$ cat src/rtl/im_loader_pkg.sv
// Shared processor package: loader state encoding and word geometry.
package im_loader_pkg;
    localparam logic [1:0] ST_IDLE    = 2'd0;
    localparam logic [1:0] ST_COLLECT = 2'd1;
    localparam logic [1:0] ST_WRITE   = 2'd2;
    localparam logic [1:0] ST_DONE    = 2'd3;

    localparam int BYTES_PER_WORD = 4;
    localparam int BIDX_W         = $clog2(BYTES_PER_WORD);
endpackage

$ cat src/rtl/im_word_assembler.sv
// Packs consecutive bytes little-endian into a 32-bit word; byte index wraps after the last byte.
module im_word_assembler
    import im_loader_pkg::*;
(
    input  logic              clk,
    input  logic              reset,
    input  logic              clear,
    input  logic              load,
    input  logic [7:0]        byte_data,
    output logic [BIDX_W-1:0] byte_idx,
    output logic [31:0]       word,
    output logic              last_byte
);
    logic [BIDX_W-1:0] idx_q, idx_d;
    logic [31:0]       word_q, word_d;

    always_comb begin
        idx_d  = idx_q;
        word_d = word_q;
        if (clear) begin
            idx_d  = '0;
            word_d = '0;
        end else if (load) begin
            word_d[{idx_q, 3'b000} +: 8] = byte_data;
            idx_d = idx_q + 1'b1;
        end
    end

    always_ff @(posedge clk) begin
        if (reset) begin
            idx_q  <= '0;
            word_q <= '0;
        end else begin
            idx_q  <= idx_d;
            word_q <= word_d;
        end
    end

    assign byte_idx  = idx_q;
    assign word      = word_q;
    assign last_byte = (idx_q == BIDX_W'(BYTES_PER_WORD - 1));
endmodule

$ cat src/rtl/im_loader.sv
// Streams bytes into instruction memory, one single-cycle write strobe per assembled word.
module im_loader
    import im_loader_pkg::*;
#(
    parameter int NUM_WORDS = 16
) (
    input  logic        clk,
    input  logic        reset,
    input  logic        start,
    input  logic        abort,
    input  logic        byte_valid,
    input  logic [7:0]  byte_data,
    output logic        byte_ready,
    output logic        im_write,
    output logic [31:0] im_addr,
    output logic [31:0] im_data,
    output logic        busy,
    output logic        done,
    output logic [4:0]  word_count
);
    localparam logic [3:0] LAST_IDX = 4'(NUM_WORDS - 1);

    logic [1:0]  state_q, state_d;
    logic [3:0]  widx_q, widx_d;
    logic [4:0]  wc_q, wc_d;
    logic [31:0] addr_q, addr_d;
    logic [31:0] data_q, data_d;

    logic              asm_clear;
    logic              byte_fire;
    logic [BIDX_W-1:0] asm_idx;
    logic [31:0]       asm_word;
    logic              asm_last;

    // Abort and reset gate the handshake and strobe within the same cycle.
    assign byte_ready = (state_q == ST_COLLECT) && !abort && !reset;
    assign byte_fire  = byte_valid && byte_ready;
    assign im_write   = (state_q == ST_WRITE) && !abort && !reset;

    im_word_assembler u_asm (
        .clk       (clk),
        .reset     (reset),
        .clear     (asm_clear),
        .load      (byte_fire),
        .byte_data (byte_data),
        .byte_idx  (asm_idx),
        .word      (asm_word),
        .last_byte (asm_last)
    );

    always_comb begin
        state_d   = state_q;
        widx_d    = widx_q;
        wc_d      = wc_q;
        addr_d    = addr_q;
        data_d    = data_q;
        asm_clear = 1'b0;
        case (state_q)
            ST_IDLE, ST_DONE: begin
                if (start) begin
                    state_d   = ST_COLLECT;
                    widx_d    = '0;
                    wc_d      = '0;
                    asm_clear = 1'b1;
                end
            end
            ST_COLLECT: begin
                if (abort) begin
                    state_d   = ST_IDLE;
                    asm_clear = 1'b1;
                end else if (byte_fire && asm_last) begin
                    // Capture address/data now so they are stable for the whole WRITE cycle.
                    state_d = ST_WRITE;
                    addr_d  = {26'd0, widx_q, 2'b00};
                    data_d  = {byte_data, asm_word[23:0]};
                end
            end
            ST_WRITE: begin
                asm_clear = 1'b1;
                if (abort) begin
                    state_d = ST_IDLE;
                end else begin
                    wc_d = wc_q + 5'd1;
                    if (widx_q == LAST_IDX) begin
                        state_d = ST_DONE;
                    end else begin
                        widx_d  = widx_q + 4'd1;
                        state_d = ST_COLLECT;
                    end
                end
            end
            default: state_d = ST_IDLE;
        endcase
    end

    always_ff @(posedge clk) begin
        if (reset) begin
            state_q <= ST_IDLE;
            widx_q  <= '0;
            wc_q    <= '0;
            addr_q  <= '0;
            data_q  <= '0;
        end else begin
            state_q <= state_d;
            widx_q  <= widx_d;
            wc_q    <= wc_d;
            addr_q  <= addr_d;
            data_q  <= data_d;
        end
    end

    assign im_addr    = addr_q;
    assign im_data    = data_q;
    assign busy       = (state_q == ST_COLLECT) || (state_q == ST_WRITE);
    assign done       = (state_q == ST_DONE);
    assign word_count = wc_q;

    logic unused_ok;
    assign unused_ok = &{1'b0, asm_idx};
endmodule

$ cat config.mk
export PLATFORM = sky130hd
export DESIGN_NAME = im_loader
export DESIGN_NICKNAME = d
export VERILOG_FILES = /design/src/rtl/im_loader_pkg.sv /design/src/rtl/im_word_assembler.sv /design/src/rtl/im_loader.sv
export SDC_FILE = /design/constraint.sdc
export NUM_CORES = 1
export LEC_CHECK = 0
export CAP_MARGIN = 0
export CORE_UTILIZATION = 32
export CTS_BUF_LIST = sky130_fd_sc_hd__clkbuf_8
export CTS_CLUSTER_DIAMETER = 150
export DETAILED_ROUTE_END_ITERATION = 6
export HOLD_SLACK_MARGIN = 0.03
export PLACE_DENSITY = 0.59
export SYNTH_ARGS = -nofsm -noshare
export SYNTH_HDL_FRONTEND = slang
export SYNTH_SLANG_ARGS = --single-unit
export TNS_END_PERCENT = 30
$ cat constraint.sdc
create_clock -name clk -period 3.6 [get_ports clk]
set_input_delay 0.9 -clock clk [delete_from_list [all_inputs] [get_ports clk]]
set_output_delay 0.9 -clock clk [all_outputs]
set_load 0.02 [all_outputs]
After elaboration in Yosys (flattened, before gate mapping)
Index checks and enable logic that the tools add are counted.

word-level totals
  register bits = 81
  input bits = 13

cells by class
  add/sub/neg operators = 4
  equality and inequality tests = 9
  shift-type cells = 2
  mux-type cells = 17
  bitwise logic cells = 1
  reduce and logical (&&, ||, !) cells = 17

operator list
  operator                  count
  $bwmux W32                1
  $shift A8 B7 Y32 const A  1
  $shiftx A8 B7 Y32         1
  $mux W4                   3
  $mux W2                   5
  $mux W5                   2
  $pmux W5 S2               1
  $pmux W4 S2               1
  $neg A5 Y7                1
  $eq A2 B2 Y1 const B      3
  $logic_and A1 B1 Y1       6
  $ne A2 B2 Y1 const B      3
  $pmux W2 S3               1
  $reduce_and A3 Y1         2
  $add A5 B1 Y5 const B     1
  $add A4 B1 Y4 const B     1
  $eq A4 B4 Y1 const B      1
  $reduce_and A4 Y1         1
  $reduce_or A2 Y1          2
  $ne A3 B2 Y1 const B      1
  $pmux W1 S3               1
  $add A2 B1 Y2 const B     1
  $eq A2 B1 Y1 const B      1
  $logic_not A1 Y1          2
  6 further kinds           7

Logic depth before layout (Yosys ltp)
Gate-level depths: netlist of the first run.

  depth after elaboration = 8
  mapped depth = 7
  gate-level depth less buffers = 5

Cells and area by module
From an unflattened synthesis of the first run, not the netlist that was laid out.

second synthesis, totals
  cells, all modules = 409
  area total of the unflattened synthesis = 3858.7 um^2

modules (own cells, without submodules)
  module             instances  cells an instance  area each (um^2)
  im_loader          1          268                2481.1
  im_word_assembler  1          141                1377.6

Least setup slack after synthesis of the first run
OpenSTA, ideal clock, no wires.

  kind = input -> output
  start point = input port reset
  end point = output port im_write
  data arrival time = 1579 ps
  required time = 2700 ps
  setup slack = 1121 ps
  stages on the path = 2
  path buffers = 1
  cells stage by stage = buf_2 > nor3b_1

on the way
  word-level cells in the longest chain between the ends = 2

ends and longest elaborated chain
  what                 RTL line         source
  start: declaration   im_loader.sv:8   input logic reset,
  $logic_not A1 Y1     im_loader.sv:38  assign im_write = (state_q == ST_WRITE) && !abort && !reset;
  $logic_and A1 B1 Y1  im_loader.sv:38
  end: declaration     im_loader.sv:14  output logic im_write,

No other way between the ends.

Worst setup path after layout of the first run
  start point = input port abort
  end point = output port byte_ready

on the way
  word-level cells in the longest chain between the ends = 3

ends and longest elaborated chain
  what                               RTL line         source
  start: declaration                 im_loader.sv:10  input logic abort,
  $logic_not A1 Y1                   im_loader.sv:36  assign byte_ready = (state_q == ST_COLLECT) && !abort && !reset;
  $logic_and A1 B1 Y1 (2 in series)  im_loader.sv:36
  end: declaration                   im_loader.sv:13  output logic byte_ready,

No other way between the ends.

==> reports/metrics.csv, run 1 <==
metric;value;unit
most area-hungry cell type in the Yosys netlist;sky130_fd_sc_hd__dfxtp_1;
count of placed standard cells including taps;572;
Final Cell Area;4110;um2
all-layer global routing usage;15.43;%
clock latency reported for the late side of the worst-skew pair;0.34;ns
fraction of layout instances using a drive strength above 1;5.765;%
growth of design area from synthesis to finish;22.07;%
detail-routed via count per cell;5.116;
CTS tree;done;
Final setup violation count;0;
register clock-pin slew on the reported worst setup and hold paths;0.07;ns
RSZ-0062 raised after global routing;false;
Clock Tree Root;sky130_fd_sc_hd__clkbuf_8;
Post-Synthesis Cell Area;3367;um2
count of hold buffers inserted by post-cts repair;0;
post-route ant nets;0;
combinational share of power;10.2;%
Die W;104.6;um
total die area;10940;um2
initial antenna violation count;0;
portion of the clock cycle consumed by the worst path in the final layout;92.51;%
dominant cells by area after synthesis;sky130_fd_sc_hd__dfxtp_1 (43%), sky130_fd_sc_hd__a21oi_1 (10%), sky130_fd_sc_hd__o21ai_0 (9.5%), sky130_fd_sc_hd__buf_4 (6.2%), sky130_fd_sc_hd__nand3_1 (6.1%);
proportion of netlist area held by the largest area contributor;43.40;%
violation count after the first detailed-route iteration;161;
Die Ht;104.6;um
arrival time reported for the critical path endpoint;2.43;ns
fraction of power consumed by the clock network;37.8;%
number of vias in the routed layout;3003;
final sum of negative setup slack;0;ns
Max IR drop VDD;0.1785;mV
Clock H-tree levels;3;
global-route wire length before repair;13830;um
Max Clock Skew;0.01047;ns
status;finished, final reports clean;
io pins;86;
Initial Utilization;32.76;%
post-detailed-placement cell area;3930;um2
worst min-delay path startpoint;u_asm.word[22];
largest net degree at the start of global routing;63;
number of diodes added for antenna fixing;0;
number of different library cells in the post-synthesis netlist;39;
crit start category;input port;
Fin Hold WS;0.4679;ns
CP Max Fanout;7;
total congestion overflow;0;
P_sw;0.4075;mW
# Max-Cap Violations;0;
pwr/cell area;380.4;nW/um2
number of warnings reported in the yosys synthesis log;0;
sequential share of power;52.0;%
slew at the pin with the worst max-slew slack;0.8999;ns
synthesized flop and latch total;73;
fin cells;587;
classification of the worst setup path;input port to output pin;
Critical Path Source;abort;
number of resized instances in the post-cts repair step;0;
final net count;470;
FF/Latch Area;1461;um2
net switching fraction of the power;26.07;%
Internal Power;1.156;mW
Cell Rows;37;
worst hold path type;flip-flop to flip-flop;
number of I/O port buffers;57;
final hold violation count;0;
worst endpoint required time;2.70;ns
post-route minimum period;3.330;ns
total setup buffers inserted after CTS;0;
upper clock frequency limit;300.3;MHz
first-pass iteration count of the detailed router;5;
Detailed Place HPWL;5581;um
number of clock buffers inserted by TritonCTS;9;
fill cell count;1078;
placeable core region;10280;um2
total leakage power;1.353;nW
sequential area share after synthesis;43.40;%
Max Root-Sink Buffers;2;
average instance area after synthesis;8.293;um2
Post-Route WL;8321;um
gate count of the mapped netlist;406;
average routed wire per standard cell;14.18;um
sinks on the clock net;73;
crit end category;output pin;
placer's final routability congestion estimate;0.8158;
Slew HR;39.94;%
startpoint of the worst-slack reg-to-reg timing path;u_asm.byte_idx[0];
detailed-route DRC error count;0;
number of global-route vias before repair;2812;
footprint of the multi-input gates;1627;um2
pins over their slew limit;0;
## cell families after synthesis
| group | count (synthesis) | synth area share (%) |
|---|---|---|
| AO/OA/AOI/OAI | 142 | 22.00 |
| AND/OR/NAND/NOR | 104 | 17.95 |
| buffers and inverters | 73 | 11.89 |
| flip-flops | 73 | 43.40 |
| adder cells (fa/ha/maj) | 10 | 3.716 |
| multiplexers | 3 | 0.9290 |
| other | 1 | 0.1114 |
## worst max-delay path: stages
cell and delay (ns):
sky130_fd_sc_hd__clkdlybuf4s50_1 0.53, sky130_fd_sc_hd__nand2b_1 0.22, sky130_fd_sc_hd__nor2_1 0.15, sky130_fd_sc_hd__clkdlybuf4s50_1 0.63
## metal layers
layer / track usage [%] / wire length [um] / share of wire, %
met1: 20.26 / 3965 / 48
met5: 0 / 0 / 0
met3: 3.743 / 374 / 4.5
met2: 25.35 / 3901 / 47
met4: 3.924 / 79 / 0.95
## per-stage QoR
stage | setup WS [ns] | utilization [%] | power, mW
floorplan | 1.121 | - | 0.9602
global placement | 0.3378 | 38.24 | 0.9885
detailed placement | 0.3065 | 38.24 | 0.9909
CTS | 0.2928 | 39.99 | 1.583
global route | 0.2253 | 39.99 | 1.635
finish | 0.2697 | 39.99 | 1.563
## cells in the mapped netlist
cell type / count
sky130_fd_sc_hd__nand3b_1: 2
sky130_fd_sc_hd__nand2b_1: 3
sky130_fd_sc_hd__and3b_1: 2
sky130_fd_sc_hd__or2b_1: 1
sky130_fd_sc_hd__buf_2: 11
sky130_fd_sc_hd__nor4_1: 1
sky130_fd_sc_hd__nand4bb_1: 1
sky130_fd_sc_hd__a21oi_1: 68
sky130_fd_sc_hd__o311ai_0: 2
sky130_fd_sc_hd__or3_1: 1
sky130_fd_sc_hd__nand3_1: 41
sky130_fd_sc_hd__or4_1: 4
sky130_fd_sc_hd__o21ai_0: 64
sky130_fd_sc_hd__nor4bb_1: 1
sky130_fd_sc_hd__buf_4: 28
sky130_fd_sc_hd__and2_1: 1
sky130_fd_sc_hd__o31ai_1: 2
sky130_fd_sc_hd__ha_1: 10
sky130_fd_sc_hd__dfxtp_1: 73
sky130_fd_sc_hd__conb_1: 1
sky130_fd_sc_hd__nand2_1: 7
sky130_fd_sc_hd__mux2i_1: 2
sky130_fd_sc_hd__nand4_1: 25
sky130_fd_sc_hd__o21ai_1: 1
sky130_fd_sc_hd__nor3_1: 2
sky130_fd_sc_hd__inv_1: 11
sky130_fd_sc_hd__clkbuf_1: 19
sky130_fd_sc_hd__nor4b_1: 1
sky130_fd_sc_hd__a211oi_1: 2
sky130_fd_sc_hd__nor2_1: 2
sky130_fd_sc_hd__a32o_1: 1
sky130_fd_sc_hd__nor3b_1: 4
sky130_fd_sc_hd__o2111a_1: 1
sky130_fd_sc_hd__mux2_2: 1
sky130_fd_sc_hd__and3_1: 2
sky130_fd_sc_hd__buf_1: 3
sky130_fd_sc_hd__buf_6: 1
sky130_fd_sc_hd__nor2b_1: 3
sky130_fd_sc_hd__a31oi_1: 1
## flip-flops by register name, indices dropped and copies added, names as in the netlist
signal,cells
im_addr,4
im_data,32
state_q,2
u_asm.byte_idx,2
u_asm.word,24
widx_q,4
word_count,5
## cell usage in the layout (no fill, tap or decap), types with 3 or more instances in the layout
cell type                         count
sky130_fd_sc_hd__a21oi_1             68
sky130_fd_sc_hd__buf_4                8
sky130_fd_sc_hd__clkbuf_8            12
sky130_fd_sc_hd__clkdlybuf4s50_1     57
sky130_fd_sc_hd__clkinv_2             3
sky130_fd_sc_hd__conb_1              28
sky130_fd_sc_hd__dfxtp_1             73
sky130_fd_sc_hd__ha_1                10
sky130_fd_sc_hd__inv_1               11
sky130_fd_sc_hd__nand2_1              7
sky130_fd_sc_hd__nand2b_1             3
sky130_fd_sc_hd__nand3_1             41
sky130_fd_sc_hd__nand4_1             25
sky130_fd_sc_hd__nor2b_1              3
sky130_fd_sc_hd__nor3b_1              4
sky130_fd_sc_hd__o21ai_0             64
sky130_fd_sc_hd__or4_1                4
## power groups by stage
stage / clock (mW) / combinational, mW / sequential (mW)
2_1_floorplan: 0 / 0.129 / 0.832
3_3_place_gp: 0 / 0.157 / 0.832
3_5_place_dp: 0 / 0.159 / 0.832
4_1_cts: 0.610 / 0.159 / 0.813
5_1_grt: 0.650 / 0.172 / 0.814
6_report: 0.591 / 0.159 / 0.813
## cell type report
cell class	count	share of cell area, %
clock inverter	3	0.3653
tap	136	4.140
timing repair buffer	65	15.34
clock buffer	12	4.018
sequential	73	35.56
inverter	11	1.005
multi-input combinational	287	39.57
## worst paths after layout
kind                                       to  slack, ns  depth (start not counted)
worst min register to register    im_data[22]       0.47                          2
worst max-delay path               byte_ready       0.27                          4
worst max register to register  u_asm.word[7]       1.52                          5
worst min-delay path              im_data[22]       0.47                          2
Note: power is estimated with default switching activity, not from simulation.
==> inputs of run 2 (changes only) <==
--- a/config.mk
+++ b/config.mk
@@ -12,6 +12,7 @@
 export DETAILED_ROUTE_END_ITERATION = 6
 export HOLD_SLACK_MARGIN = 0.03
 export PLACE_DENSITY = 0.59
+export SLEW_MARGIN = 20
 export SYNTH_ARGS = -nofsm -noshare
 export SYNTH_HDL_FRONTEND = slang
 export SYNTH_SLANG_ARGS = --single-unit
==> results of run 2 <==
Final layout, timing and power as in run 1 (identical DEF).
==> inputs of run 3 (changes only) <==
==> constraint.sdc (replaced) <==
create_clock -name clk -period 3.6 [get_ports clk]
set_input_delay 0.54 -clock clk [delete_from_list [all_inputs] [get_ports clk]]
set_output_delay 0.54 -clock clk [all_outputs]
set_load 0.1 [all_outputs]
==> reports/metrics.csv, run 3 (same netlist as run 1, synthesis figures left out) <==
metric;value;unit;change
status;finished, final reports clean;;unchanged
all-layer global routing usage;15.74;%;was 15.43%
reg2reg path depth;4;;was 5
number of clock buffers inserted by TritonCTS;9;;unchanged
classification of the worst setup path;flip-flop to output pin;;was input port to output pin
crit-path max cell delay;1.13;ns;was 0.63 ns
CP Max Fanout;4;;was 7
sinks on the clock net;73;;unchanged
commonest cells after routing, fill and taps aside;sky130_fd_sc_hd__dfxtp_1 (73), sky130_fd_sc_hd__a21oi_1 (68), sky130_fd_sc_hd__o21ai_0 (64), sky130_fd_sc_hd__clkdlybuf4s50_1 (54), sky130_fd_sc_hd__nand3_1 (41);;was sky130_fd_sc_hd__dfxtp_1 (73), sky130_fd_sc_hd__a21oi_1 (68), sky130_fd_sc_hd__o21ai_0 (64), sky130_fd_sc_hd__clkdlybuf4s50_1 (57), sky130_fd_sc_hd__nand3_1 (41)
Max Clock Skew;0.01207;ns;was 0.01047 ns
total leakage power;1.368;nW;was 1.353 nW
pins over their slew limit;0;;unchanged
number of diodes added for antenna fixing;0;;unchanged
Clock H-tree levels;3;;unchanged
largest net degree at the start of global routing;63;;unchanged
total die area;10940;um2;unchanged
global-route wire length before repair;13810;um;was 13,830 um
clock latency reported for the late side of the worst-skew pair;0.36;ns;was 0.34 ns
# Max-Cap Violations;0;;unchanged
post-detailed-placement cell area;3933;um2;was 3930 um2
initial antenna violation count;0;;unchanged
fill cell count;1038;;was 1,078
placer's final routability congestion estimate;0.7957;;was 0.8158
Final setup violation count;0;;unchanged
final sum of negative setup slack;0;ns;unchanged
placeable core region;10280;um2;unchanged
pwr/cell area;435.9;nW/um2;was 380.4 nW/um2
Final Cell Area;4150;um2;was 4110 um2
number of I/O port buffers;57;;unchanged
post-route minimum period;2.574;ns;was 3.330 ns
Die W;104.6;um;unchanged
Die Ht;104.6;um;unchanged
post-route ant nets;0;;unchanged
crit start category;flip-flop;;was input port
crit end category;output pin;;unchanged
arrival time reported for the critical path endpoint;2.03;ns;was 2.43 ns
violation count after the first detailed-route iteration;129;;was 161
Clock Tree Root;sky130_fd_sc_hd__clkbuf_8;;unchanged
first-pass iteration count of the detailed router;4;;was 5
portion of the clock cycle consumed by the worst path in the final layout;71.50;%;was 92.51%
count of hold buffers inserted by post-cts repair;0;;unchanged
final setup margin;1.026;ns;was 0.2697 ns
average routed wire per standard cell;14.48;um;was 14.18 um
growth of design area from synthesis to finish;23.26;%;was 22.07%
detail-routed via count per cell;5.169;;was 5.116
ordered cell list for the critical path;ha_1 -> clkdlybuf4s50_1;;was clkdlybuf4s50_1 -> nand2b_1 -> nor2_1 -> clkdlybuf4s50_1
Initial Utilization;32.76;%;unchanged
worst endpoint required time;3.06;ns;was 2.70 ns
total congestion overflow;0;;unchanged
most common library cell in the layout ignoring fill and taps;sky130_fd_sc_hd__dfxtp_1;;unchanged
final net count;468;;was 470
Layout Utilization;40.38;%;was 39.99%
number of global-route vias before repair;2829;;was 2,812
footprint of the multi-input gates;1627;um2;unchanged
Worst Setup Slack post-DPL;1.082;ns;was 0.3065 ns
Hold Crit Depth;2;;unchanged
upper clock frequency limit;388.5;MHz;was 300.3 MHz
Post-Route WL;8485;um;was 8321 um
io pins;86;;unchanged
Cell Rows;37;;unchanged
flip-flop count of the largest register after layout;32;;unchanged
worst hold path type;flip-flop to flip-flop;;unchanged
CP max stage cell;sky130_fd_sc_hd__clkdlybuf4s50_1;;unchanged
number of resized instances in the post-cts repair step;0;;unchanged
detailed-route DRC error count;0;;unchanged
slew at the pin with the worst max-slew slack;0.9813;ns;was 0.8999 ns
Max Root-Sink Buffers;2;;unchanged
RSZ-0062 raised after global routing;false;;unchanged
fraction of layout instances using a drive strength above 1;6.000;%;was 5.765%
Detailed Place HPWL;5616;um;was 5581 um
Max IR drop VDD;0.1474;mV;was 0.1785 mV
number of vias in the routed layout;3029;;was 3,003
register clock-pin slew on the reported worst setup and hold paths;0.08;ns;was 0.07 ns
final hold violation count;0;;unchanged
CTS tree;done;;unchanged
Slew HR;34.37;%;was 39.94%
total setup buffers inserted after CTS;0;;unchanged
Fin Hold WS;0.4675;ns;was 0.4679 ns
FF/Latch Area;1461;um2;unchanged
[run 3: cell type report]
class,instances,area share (%)
multi-input cells,287,39.19
flip-flops and latches,73,35.21
repair buffers,63,15.25
well taps,136,4.100
clock buffers,9,2.985
clock inverters,7,2.261
inverters,11,0.9949
[run 3: worst max-delay path, delay by kind of cell, from the launching register on]
kind	cells	cell delay [ns]
fa+ha+maj	1	0.16
buf+inv	1	1.13
flops	1	0.39
[run 3: path summary, 6_finish.rpt]
check                          from          end  slack [ns]
setup / recovery         state_q[1]         done        1.03
hold / removal       u_asm.word[14]  im_data[14]        0.47
setup reg to reg  u_asm.byte_idx[0]  im_data[14]        1.47
hold reg to reg      u_asm.word[14]  im_data[14]        0.47
[run 3: report_power, final]
group | internal [mW] | switching [mW]
sequential | 0.810 | 0.00283
combinational | 0.0458 | 0.233
clock | 0.390 | 0.327
[run 3: metal layers]
layer | GRT usage, % | part of all wire (%)
met4 | 6.942 | 1.4
met2 | 25.83 | 46
met1 | 19.90 | 47
met5 | 0 | 0
met3 | 3.244 | 5.5
[run 3: through the flow]
step,power [mW],std cells
final,1.809,586
after global routing,1.864,586
after CTS,1.820,586
after detailed placement,1.110,570
after global placement,1.108,570
after floorplan,1.081,433
